**config.mk**
```make
export PLATFORM = sky130hd
export DESIGN_NAME = bcd_time_keeper
export DESIGN_NICKNAME = d
export VERILOG_FILES = /design/src/rtl/bcd_time_keeper.sv
export SDC_FILE = /design/constraint.sdc
export NUM_CORES = 1
export LEC_CHECK = 0
export ABC_AREA = 1
export ABC_CLOCK_PERIOD_IN_PS = 3300
export CAP_MARGIN = 20
export CORE_AREA = 2 2 104 106
export CTS_BUF_LIST = sky130_fd_sc_hd__clkbuf_8
export DETAILED_ROUTE_END_ITERATION = 12
export DIE_AREA = 0 0 106 108
export SYNTH_ARGS = -nofsm -noshare
export SYNTH_HDL_FRONTEND = slang
export SYNTH_SLANG_ARGS = --single-unit
```
**constraint.sdc**
```tcl
create_clock -name clk -period 3.3 [get_ports clk]
set_input_delay 0.99 -clock clk [delete_from_list [all_inputs] [get_ports clk]]
set_output_delay 0.99 -clock clk [all_outputs]
set_load 0.02 [all_outputs]
```
**src/rtl/bcd_time_keeper.sv**
```systemverilog
// BCD HH:MM:SS real-time clock with set mode and validated parallel load.
// Drives a 24-bit packed BCD time bus that is always a legal time of day.
module bcd_time_keeper #(
  parameter int TICK_DIV = 50000000,
  parameter int HOUR_MAX = 23
) (
  input  logic        clk,
  input  logic        rst_n,
  input  logic        run_en,
  input  logic        set_mode,
  input  logic        inc_pulse,
  input  logic [1:0]  inc_sel,
  input  logic        load_valid,
  input  logic [23:0] load_data,
  output logic [23:0] time_data,
  output logic        sec_pulse,
  output logic        day_pulse,
  output logic        load_err
);

  localparam int PW = (TICK_DIV > 1) ? $clog2(TICK_DIV) : 1;
  localparam logic [PW-1:0] P_LAST = PW'(TICK_DIV - 1);
  localparam logic [7:0] H_LAST =
    {4'(HOUR_MAX / 10), 4'(HOUR_MAX % 10)};

  typedef enum logic {S_RUN, S_SET} state_t;

  state_t          r_state;
  state_t          w_state_nxt;
  logic            w_in_set;
  logic [PW-1:0]   r_presc;
  logic [23:0]     r_time;
  logic            r_sec;
  logic            r_day;
  logic            r_err;
  logic [8:0]      w_s;
  logic [8:0]      w_m;
  logic [8:0]      w_h;
  logic            w_carry_m;
  logic            w_day;
  logic            w_tick;
  logic            w_load_ok;
  logic [23:0]     w_tick_time;
  logic [23:0]     w_inc_time;

  // {wrap, next} for a 00..59 BCD field
  function automatic logic [8:0] f_inc60(input logic [7:0] v);
    if (v[3:0] != 4'd9) return {1'b0, v[7:4], v[3:0] + 4'd1};
    if (v[7:4] != 4'd5) return {1'b0, v[7:4] + 4'd1, 4'd0};
    return 9'h100;
  endfunction

  function automatic logic [8:0] f_inc_hr(input logic [7:0] v);
    if (v == H_LAST) return 9'h100;
    if (v[3:0] == 4'd9) return {1'b0, v[7:4] + 4'd1, 4'd0};
    return {1'b0, v[7:4], v[3:0] + 4'd1};
  endfunction

  always_ff @(posedge clk or negedge rst_n) begin
    if (!rst_n) r_state <= S_RUN;
    else        r_state <= w_state_nxt;
  end

  always_comb begin
    w_state_nxt = r_state;
    w_in_set    = 1'b0;
    unique case (r_state)
      S_RUN: begin
        w_in_set = set_mode;
        if (set_mode) w_state_nxt = S_SET;
      end
      S_SET: begin
        w_in_set = set_mode;
        if (!set_mode) w_state_nxt = S_RUN;
      end
    endcase
  end

  always_comb begin
    w_s       = f_inc60(r_time[7:0]);
    w_m       = f_inc60(r_time[15:8]);
    w_h       = f_inc_hr(r_time[23:16]);
    w_carry_m = w_s[8] & w_m[8];
    w_day     = w_carry_m & w_h[8];
    w_tick_time = {
      w_carry_m ? w_h[7:0] : r_time[23:16],
      w_s[8]    ? w_m[7:0] : r_time[15:8],
      w_s[7:0]
    };
    w_tick = !w_in_set && run_en && (r_presc == P_LAST);
  end

  // set-mode increments never carry into the next field
  always_comb begin
    w_inc_time = r_time;
    case (inc_sel)
      2'd0:    w_inc_time[7:0]   = w_s[7:0];
      2'd1:    w_inc_time[15:8]  = w_m[7:0];
      2'd2:    w_inc_time[23:16] = w_h[7:0];
      default: w_inc_time = r_time;
    endcase
  end

  always_comb begin
    w_load_ok =
      (load_data[3:0]   <= 4'd9) &&
      (load_data[7:4]   <= 4'd5) &&
      (load_data[11:8]  <= 4'd9) &&
      (load_data[15:12] <= 4'd5) &&
      (load_data[19:16] <= 4'd9) &&
      (load_data[23:20] <= 4'd2) &&
      !((load_data[23:20] == 4'd2) &&
        (load_data[19:16] > 4'd3));
  end

  always_ff @(posedge clk or negedge rst_n) begin
    if (!rst_n) begin
      r_time  <= '0;
      r_presc <= '0;
      r_sec   <= 1'b0;
      r_day   <= 1'b0;
      r_err   <= 1'b0;
    end else begin
      r_sec <= 1'b0;
      r_day <= 1'b0;
      r_err <= 1'b0;
      if (load_valid && w_load_ok) begin
        r_time  <= load_data;
        r_presc <= '0;
      end else begin
        r_err <= load_valid;
        if (w_in_set) begin
          r_presc <= '0;
          if (inc_pulse) r_time <= w_inc_time;
        end else if (w_tick) begin
          r_presc <= '0;
          r_time  <= w_tick_time;
          r_sec   <= 1'b1;
          r_day   <= w_day;
        end else if (run_en) begin
          r_presc <= r_presc + 1'b1;
        end
      end
    end
  end

  assign time_data = r_time;
  assign sec_pulse = r_sec;
  assign day_pulse = r_day;
  assign load_err  = r_err;

endmodule

```
==> flow_summary_export.csv, run 1 <==
group,metric,value,unit
status,status,"complete, no violations",
clock_tree,cts_buffers,5,
drt,via_per_inst,5.100,
cells_and_area,fin_cells,802,
floorplanning,die_w,106,microns
sta,relSlewSlack,43.07,%
worst_hold_path,min_delay_worst_endpoint,"time_data[23]",
power_and_ir_drop,clock_power_share,19.2,%
floorplanning,fp.dieArea,11450,sq um
clock_tree,cts_setup_buffers,0,
worst_hold_path,hp-start,"time_data[23]",
global_routing,grt_pass1_wl,18950,microns
power_and_ir_drop,p_per_area,405.9,nW/um^2
global_routing,grt-ovfl-total,0,
sta,worstMarginPinSlew,0.8539,ns
cells_and_area,finalNetCount,706,
power_and_ir_drop,p_sw,0.7460,mW
yosys,synth.area.top_cells,"dfrtp_1 33%, nand2_1 17%, nor2_1 8.3%",
power_and_ir_drop,intPower,1.201,mW
drt,dr.pass1.iters,5,
drt,routedWlPerCell,13.65,microns
drt,drc,0,
floorplanning,io_pins,59,
floorplanning,core-area,10230,sq um
setup_path,cp-end-kind,"flip-flop",
drt,wl_met3,555,microns
power_and_ir_drop,peakVddDrop,0.0003355,V
yosys,yosysSeqAreaShare,32.99,%
sta,fmax,363.4,MHz
place,dp_slack,0.2213,ns
sta,period_share,83.39,%
yosys,syn_avg_cell_area,6.623,sq um
yosys,ys_ff_latch,53,
global_routing,antenna_found_initial,0,
sta,slew_viol_final,0,
clock_tree,clockBufferDepth,2,
drt,routed.top_layer,"met4",
cells_and_area,multi_input_area,2346,sq um
sta,hold_viol,0,
cells_and_area,seq_area,1326,sq um
place,place_inst,794,
cells_and_area,drive_above_1_share,6.757,%
cells_and_area,final_area,4797,sq um
setup_path,timing.rr.end,"time_data[18]",
setup_path,rrSetupSlack,1.18,ns
place,hpwl,8244,microns
floorplanning,initial_core_util,39.29,%
sta,rsz0062_at_grt,"no",
setup_path,start_kind,"input port",
drt,drtAntennaViolNets,0,
global_routing,grt_max_degree,43,
sta,final.setup.worst_slack,0.5483,ns
drt,dr_wl_met2,5260,microns
flow_run,cap_violations,0,
setup_path,cp_cell_sequence,"clkdlybuf4s50_1, nand2_1, nand3_1, nor2_2, nand3_4, buf_4, nand2_1, nand2_1, nor2_2, nand3_1, nand2_1",
clock_tree,insertion_delay,0.32,ns
setup_path,path_max_fanout,42,
cells_and_area,area_growth,19.33,%
global_routing,grtUsageTotal,20.39,%
place,dpl_cell_area,4711,sq um
worst_hold_path,hold_class,"flip-flop to flip-flop",
clock_tree,clock-sinks,53,
sta,skew,0.01562,ns
yosys,yosys.cell_types.count,36,
drt,vias,4090,
global_routing,first_global_vias,4077,
drt,met1_length,4954,microns
setup_path,cp_common_cell,"nand2_1",
setup_path,cp_slowest_cell,"clkdlybuf4s50_1",
setup_path,critical_path_class,"input port to flip-flop",
power_and_ir_drop,p_comb_share,36.6,%
setup_path,arrival,2.96,ns
clock_tree,clock-root-buffer,"clkbuf_8",
yosys,yosys.area.top_type_share,32.99,%
sta,fin_crit,2.752,ns
clock_tree,h-tree-depth,2,
setup_path,r2r_cells,11,
setup_path,max_stage_delay,0.57,ns
floorplanning,rows,37,
yosys,synthesis.nets,648,
cells_and_area,utilization,46.89,%
drt,wl,10940,microns
yosys,synthCells,607,
drt,first_iter_violations,214,
sta,setup-violations-final,0,
cells_and_area,diodes,0,
power_and_ir_drop,power.leakage,2.208,nW
yosys,syn_area,4020,sq um
yosys,synth_top_area_cell,"dfrtp_1",
setup_path,rr_startpoint,"r_presc[1]",
power_and_ir_drop,seqPwrFrac,44.2,%
cells_and_area,layout_commonest_cell,"nand2_1",
place,gp_congestion,0.8987,
cells_and_area,fill_cells,1086,
power_and_ir_drop,power,1.947,mW
setup_path,cp_data_required_time,3.50,ns
clock_tree,hold_buffers,0,
clock_tree,cts_tree,"done",
place,io_buffers,58,
sta,tns,0,ns
yosys,yosysWarningCount,0,
clock_tree,clk_pin_slew,0.09,ns
clock_tree,ctsResizeCount,0,
sta,holdWs,0.5547,ns
worst_hold_path,min_delay_path_depth,2,
cells_and_area,final_cell_mix,"187 x nand2_1, 89 x nor2_1, 63 x inv_1, 57 x clkdlybuf4s50_1, 54 x nand3_1",
floorplanning,die_y,108,microns
power_and_ir_drop,swShare,38.32,%
## critical path: cells and delay by family
| kind | cells | cell delay, ns |
|---|---|---|
| buffers and inverters | 2 | 0.98 |
| AND/OR/NAND/NOR | 9 | 0.97 |
## worst max-delay path by stage
stage | from | to | slack, ns | cells after the start
floorplan | load_data[22] | time_data[12] | 1.17 | 11
global placement | load_data[9] | time_data[21] | 0.27 | 11
detailed placement | load_data[19] | time_data[21] | 0.22 | 11
CTS | load_data[19] | time_data[21] | 0.55 | 11
global route | load_data[19] | time_data[21] | 0.33 | 11
finish | load_data[19] | time_data[21] | 0.55 | 11
## sequential cells by signal (all words and copies together), names as in the netlist
name       cells
r_presc       26
day_pulse      1
load_err       1
time_data     24
sec_pulse      1
## kinds of logic after synthesis
| family | after synthesis | synth area share [%] |
|---|---|---|
| simple gates | 390 | 43.35 |
| xor+xnor | 19 | 4.139 |
| flops | 53 | 32.99 |
| compound gates | 57 | 8.061 |
| buf+inv | 79 | 8.652 |
| fa+ha+maj | 9 | 2.801 |
## per-layer routing
metal / global-route usage, % / vias to the layer above
met2: 34.47 / 127
met5: 0 / -
met1: 26.68 / 1884
met3: 3.436 / 16
li1: - / 2063
met4: 6.673 / 0
## cell type report
cell class	instances	share of cell area, %
Clock buffer	5	1.435
Clock inverter	3	0.3652
Inverter	66	5.164
Multi-Input combinational cell	475	48.90
Sequential cell	53	27.65
Tap cell	136	3.547
Timing Repair Buffer	64	12.94
## synthesized netlist by cell type, drive strengths merged
library cell and n:
nor3 17, xnor2 7, inv 66, o211ai 1, xor2 12, o22ai 3
o21bai 1, nor3b 1, nand4 19, dfrtp 53, nand3b 2, o21ai 40
a31oi 2, nand3 57, clkbuf 2, a21oi 10, nor2 98, and3 1
nand2 195, ha 9, buf 11
## power by group through the flow
stage          Clock, mW  Sequential [mW]  Combinational, mW
3_5_place_dp           0            0.869              0.717
3_3_place_gp           0            0.868              0.702
5_1_grt            0.412            0.878              0.792
6_report           0.373            0.861              0.713
4_1_cts            0.390            0.861              0.719
2_1_floorplan          0            0.947              0.315
(Power assumes the default switching activity.)
==> run 2: changes to the inputs <==
Settings changed: ABC_CLOCK_PERIOD_IN_PS 3300 to 2550.
Clock period 3.3 ns to 2.55 ns, I/O delays scaled along.
==> run 2 against run 1 <==
Clock power is 61% higher. Clock-buffer cell count stayed put. Final cell count is 2.9% higher. Sequential share of layout area is 1.4 points lower. Power is 37% higher. Non-clock buffer count is 23 higher. Via count is 1.4% higher. First-iteration DRC count is 39% lower. Sequential power is 29% higher. Combinational power is 33% higher. Clock skew is 0.00088 ns lower. Critical path depth stayed put. Critical path type unchanged. Critical endpoint is now time_data[18].
==> flow_summary_export.csv, run 2 (same netlist as run 1, synthesis figures left out) <==
group,metric,value,unit
status,status,"complete, no violations",
setup_path,start_kind,"input port",
sta,setup-violations-final,0,
cells_and_area,largest_reg_flops,26,
power_and_ir_drop,peakVddDrop,0.0003823,V
setup_path,rrSetupSlack,0.48,ns
global_routing,grt_pass1_wl,19350,microns
place,io_buffers,58,
clock_tree,clk_pin_slew,0.11,ns
drt,dr.pass1.iters,4,
setup_path,path_max_fanout,22,
sta,slew_viol_final,0,
flow_run,cap_violations,0,
cells_and_area,layout_commonest_cell,"nand2_1",
sta,relSlewSlack,61.64,%
drt,drc,0,
setup_path,cp-end-kind,"flip-flop",
sta,fin_crit,2.357,ns
cells_and_area,final_area,5051,sq um
cells_and_area,final_cell_mix,"187 x nand2_1, 89 x nor2_1, 63 x inv_1, 57 x clkdlybuf4s50_1, 54 x nand3_1",
floorplanning,initial_core_util,39.29,%
place,dp_slack,-0.1554,ns
cells_and_area,drive_above_1_share,9.869,%
setup_path,max_stage_delay,0.45,ns
drt,routedWlPerCell,13.49,microns
sta,skew,0.01473,ns
cells_and_area,area_growth,25.65,%
drt,vias,4148,
clock_tree,hold_buffers,0,
drt,wl,11130,microns
setup_path,cp_common_cell,"nand2_1",
power_and_ir_drop,p_per_area,526.9,nW/um^2
clock_tree,cts_tree,"done",
drt,first_iter_violations,131,
drt,drtAntennaViolNets,0,
sta,rsz0062_at_grt,"no",
sta,period_share,92.41,%
floorplanning,die_y,108,microns
cells_and_area,utilization,49.37,%
setup_path,cp_cell_sequence,"clkdlybuf4s50_1, o21ai_1, nand2_1, nor2_2, nand3_4, buf_4, nand3_1, nand2_1, nor2_4, nand2_1, o21ai_0",
sta,final.setup.worst_slack,0.1935,ns
global_routing,grt-ovfl-total,0,
cells_and_area,regMostFlops,"r_presc",
clock_tree,clockBufferDepth,2,
floorplanning,rows,37,
clock_tree,clock-sinks,53,
clock_tree,h-tree-depth,2,
power_and_ir_drop,power.leakage,2.352,nW
cells_and_area,seq_area,1326,sq um
setup_path,cp_data_required_time,2.79,ns
place,hpwl,8661,microns
floorplanning,core-area,10230,sq um
global_routing,antenna_found_initial,0,
floorplanning,die_w,106,microns
cells_and_area,multi_input_area,2351,sq um
setup_path,rr_startpoint,"r_presc[0]",
setup_path,cp_slowest_cell,"clkdlybuf4s50_1",
setup_path,critical_path_class,"input port to flip-flop",
clock_tree,cts_buffers,5,
setup_path,arrival,2.60,ns
floorplanning,fp.dieArea,11450,sq um
cells_and_area,fill_cells,1055,
sta,fmax,424.4,MHz
place,dpl_cell_area,4933,sq um
sta,worstMarginPinSlew,0.5754,ns
global_routing,grt_max_degree,33,
drt,via_per_inst,5.028,
worst_hold_path,hold_class,"input port to asynchronous set/reset pin",
cells_and_area,finalNetCount,729,
global_routing,first_global_vias,4208,
global_routing,grtUsageTotal,20.53,%
place,gp_congestion,0.8806,
setup_path,timing.rr.end,"time_data[8]",
clock_tree,clock-root-buffer,"clkbuf_8",
cells_and_area,diodes,0,
clock_tree,insertion_delay,0.32,ns
setup_path,r2r_cells,10,
sta,hold_viol,0,
floorplanning,io_pins,59,
[run 2: changes by cell type in the layout (fill, tap and decap cells not counted), sizes merged]
cell and change:
inv +1, clkinv -1, clkinvlp -1, buf +23
bufinv +1
[run 2: area by class of cell]
| cell class | instances | share of cell area (%) |
|---|---|---|
| inverters | 66 | 4.905 |
| repair buffers | 87 | 16.70 |
| clock buffers | 5 | 1.362 |
| flip-flops and latches | 53 | 26.26 |
| clock inverters | 3 | 0.8670 |
| well taps | 136 | 3.369 |
| multi-input cells | 475 | 46.54 |
[run 2: routing by layer]
layer | vias up | GRT usage, % | share of wire [%]
met4 | 0 | 4.229 | 1.0
met5 | - | 0 | 0
met3 | 10 | 2.833 | 4.1
met1 | 1937 | 26.39 | 47
li1 | 2106 | - | -
met2 | 95 | 37.00 | 48
[run 2: timing repair]
item	in CTS	in global routing
setup buffers	0	0
gates resized for setup	0	1
setup endpoints to repair	0	2
[run 2: critical path: cells and delay by family]
family / cells / cell delay [ns]
AND/OR/NAND/NOR: 7 / 0.91
buffers and inverters: 2 / 0.68
AO/OA/AOI/OAI: 2 / 0.24
[run 2: worst max-delay path by stage]
stage	from	to	slack, ns
after floorplan	load_data[22]	time_data[12]	0.64
after global placement	load_data[19]	time_data[19]	-0.11
after detailed placement	load_data[19]	r_presc[4]	-0.16
after CTS	load_data[19]	time_data[19]	0.18
after global routing	load_data[19]	time_data[17]	0.003
final	load_data[19]	time_data[18]	0.19
[run 2: report_power, final]
group	total (mW)	internal, mW	switching [mW]
Clock	0.600	0.295	0.305
Sequential	1.11	0.949	0.161
Combinational	0.950	0.440	0.510
Total	2.66	1.68	0.976
[run 2: per-stage QoR]
step	power, mW	TNS [ns]	hold WS, ns	std cells
2_1_floorplan	1.633	0	0.4694	607
3_3_place_gp	2.064	-1.461	0.5130	817
3_5_place_dp	2.084	-2.749	0.5181	817
4_1_cts	2.693	0	0.4385	825
5_1_grt	2.846	0	0.4532	825
6_report	2.661	0	0.4266	825
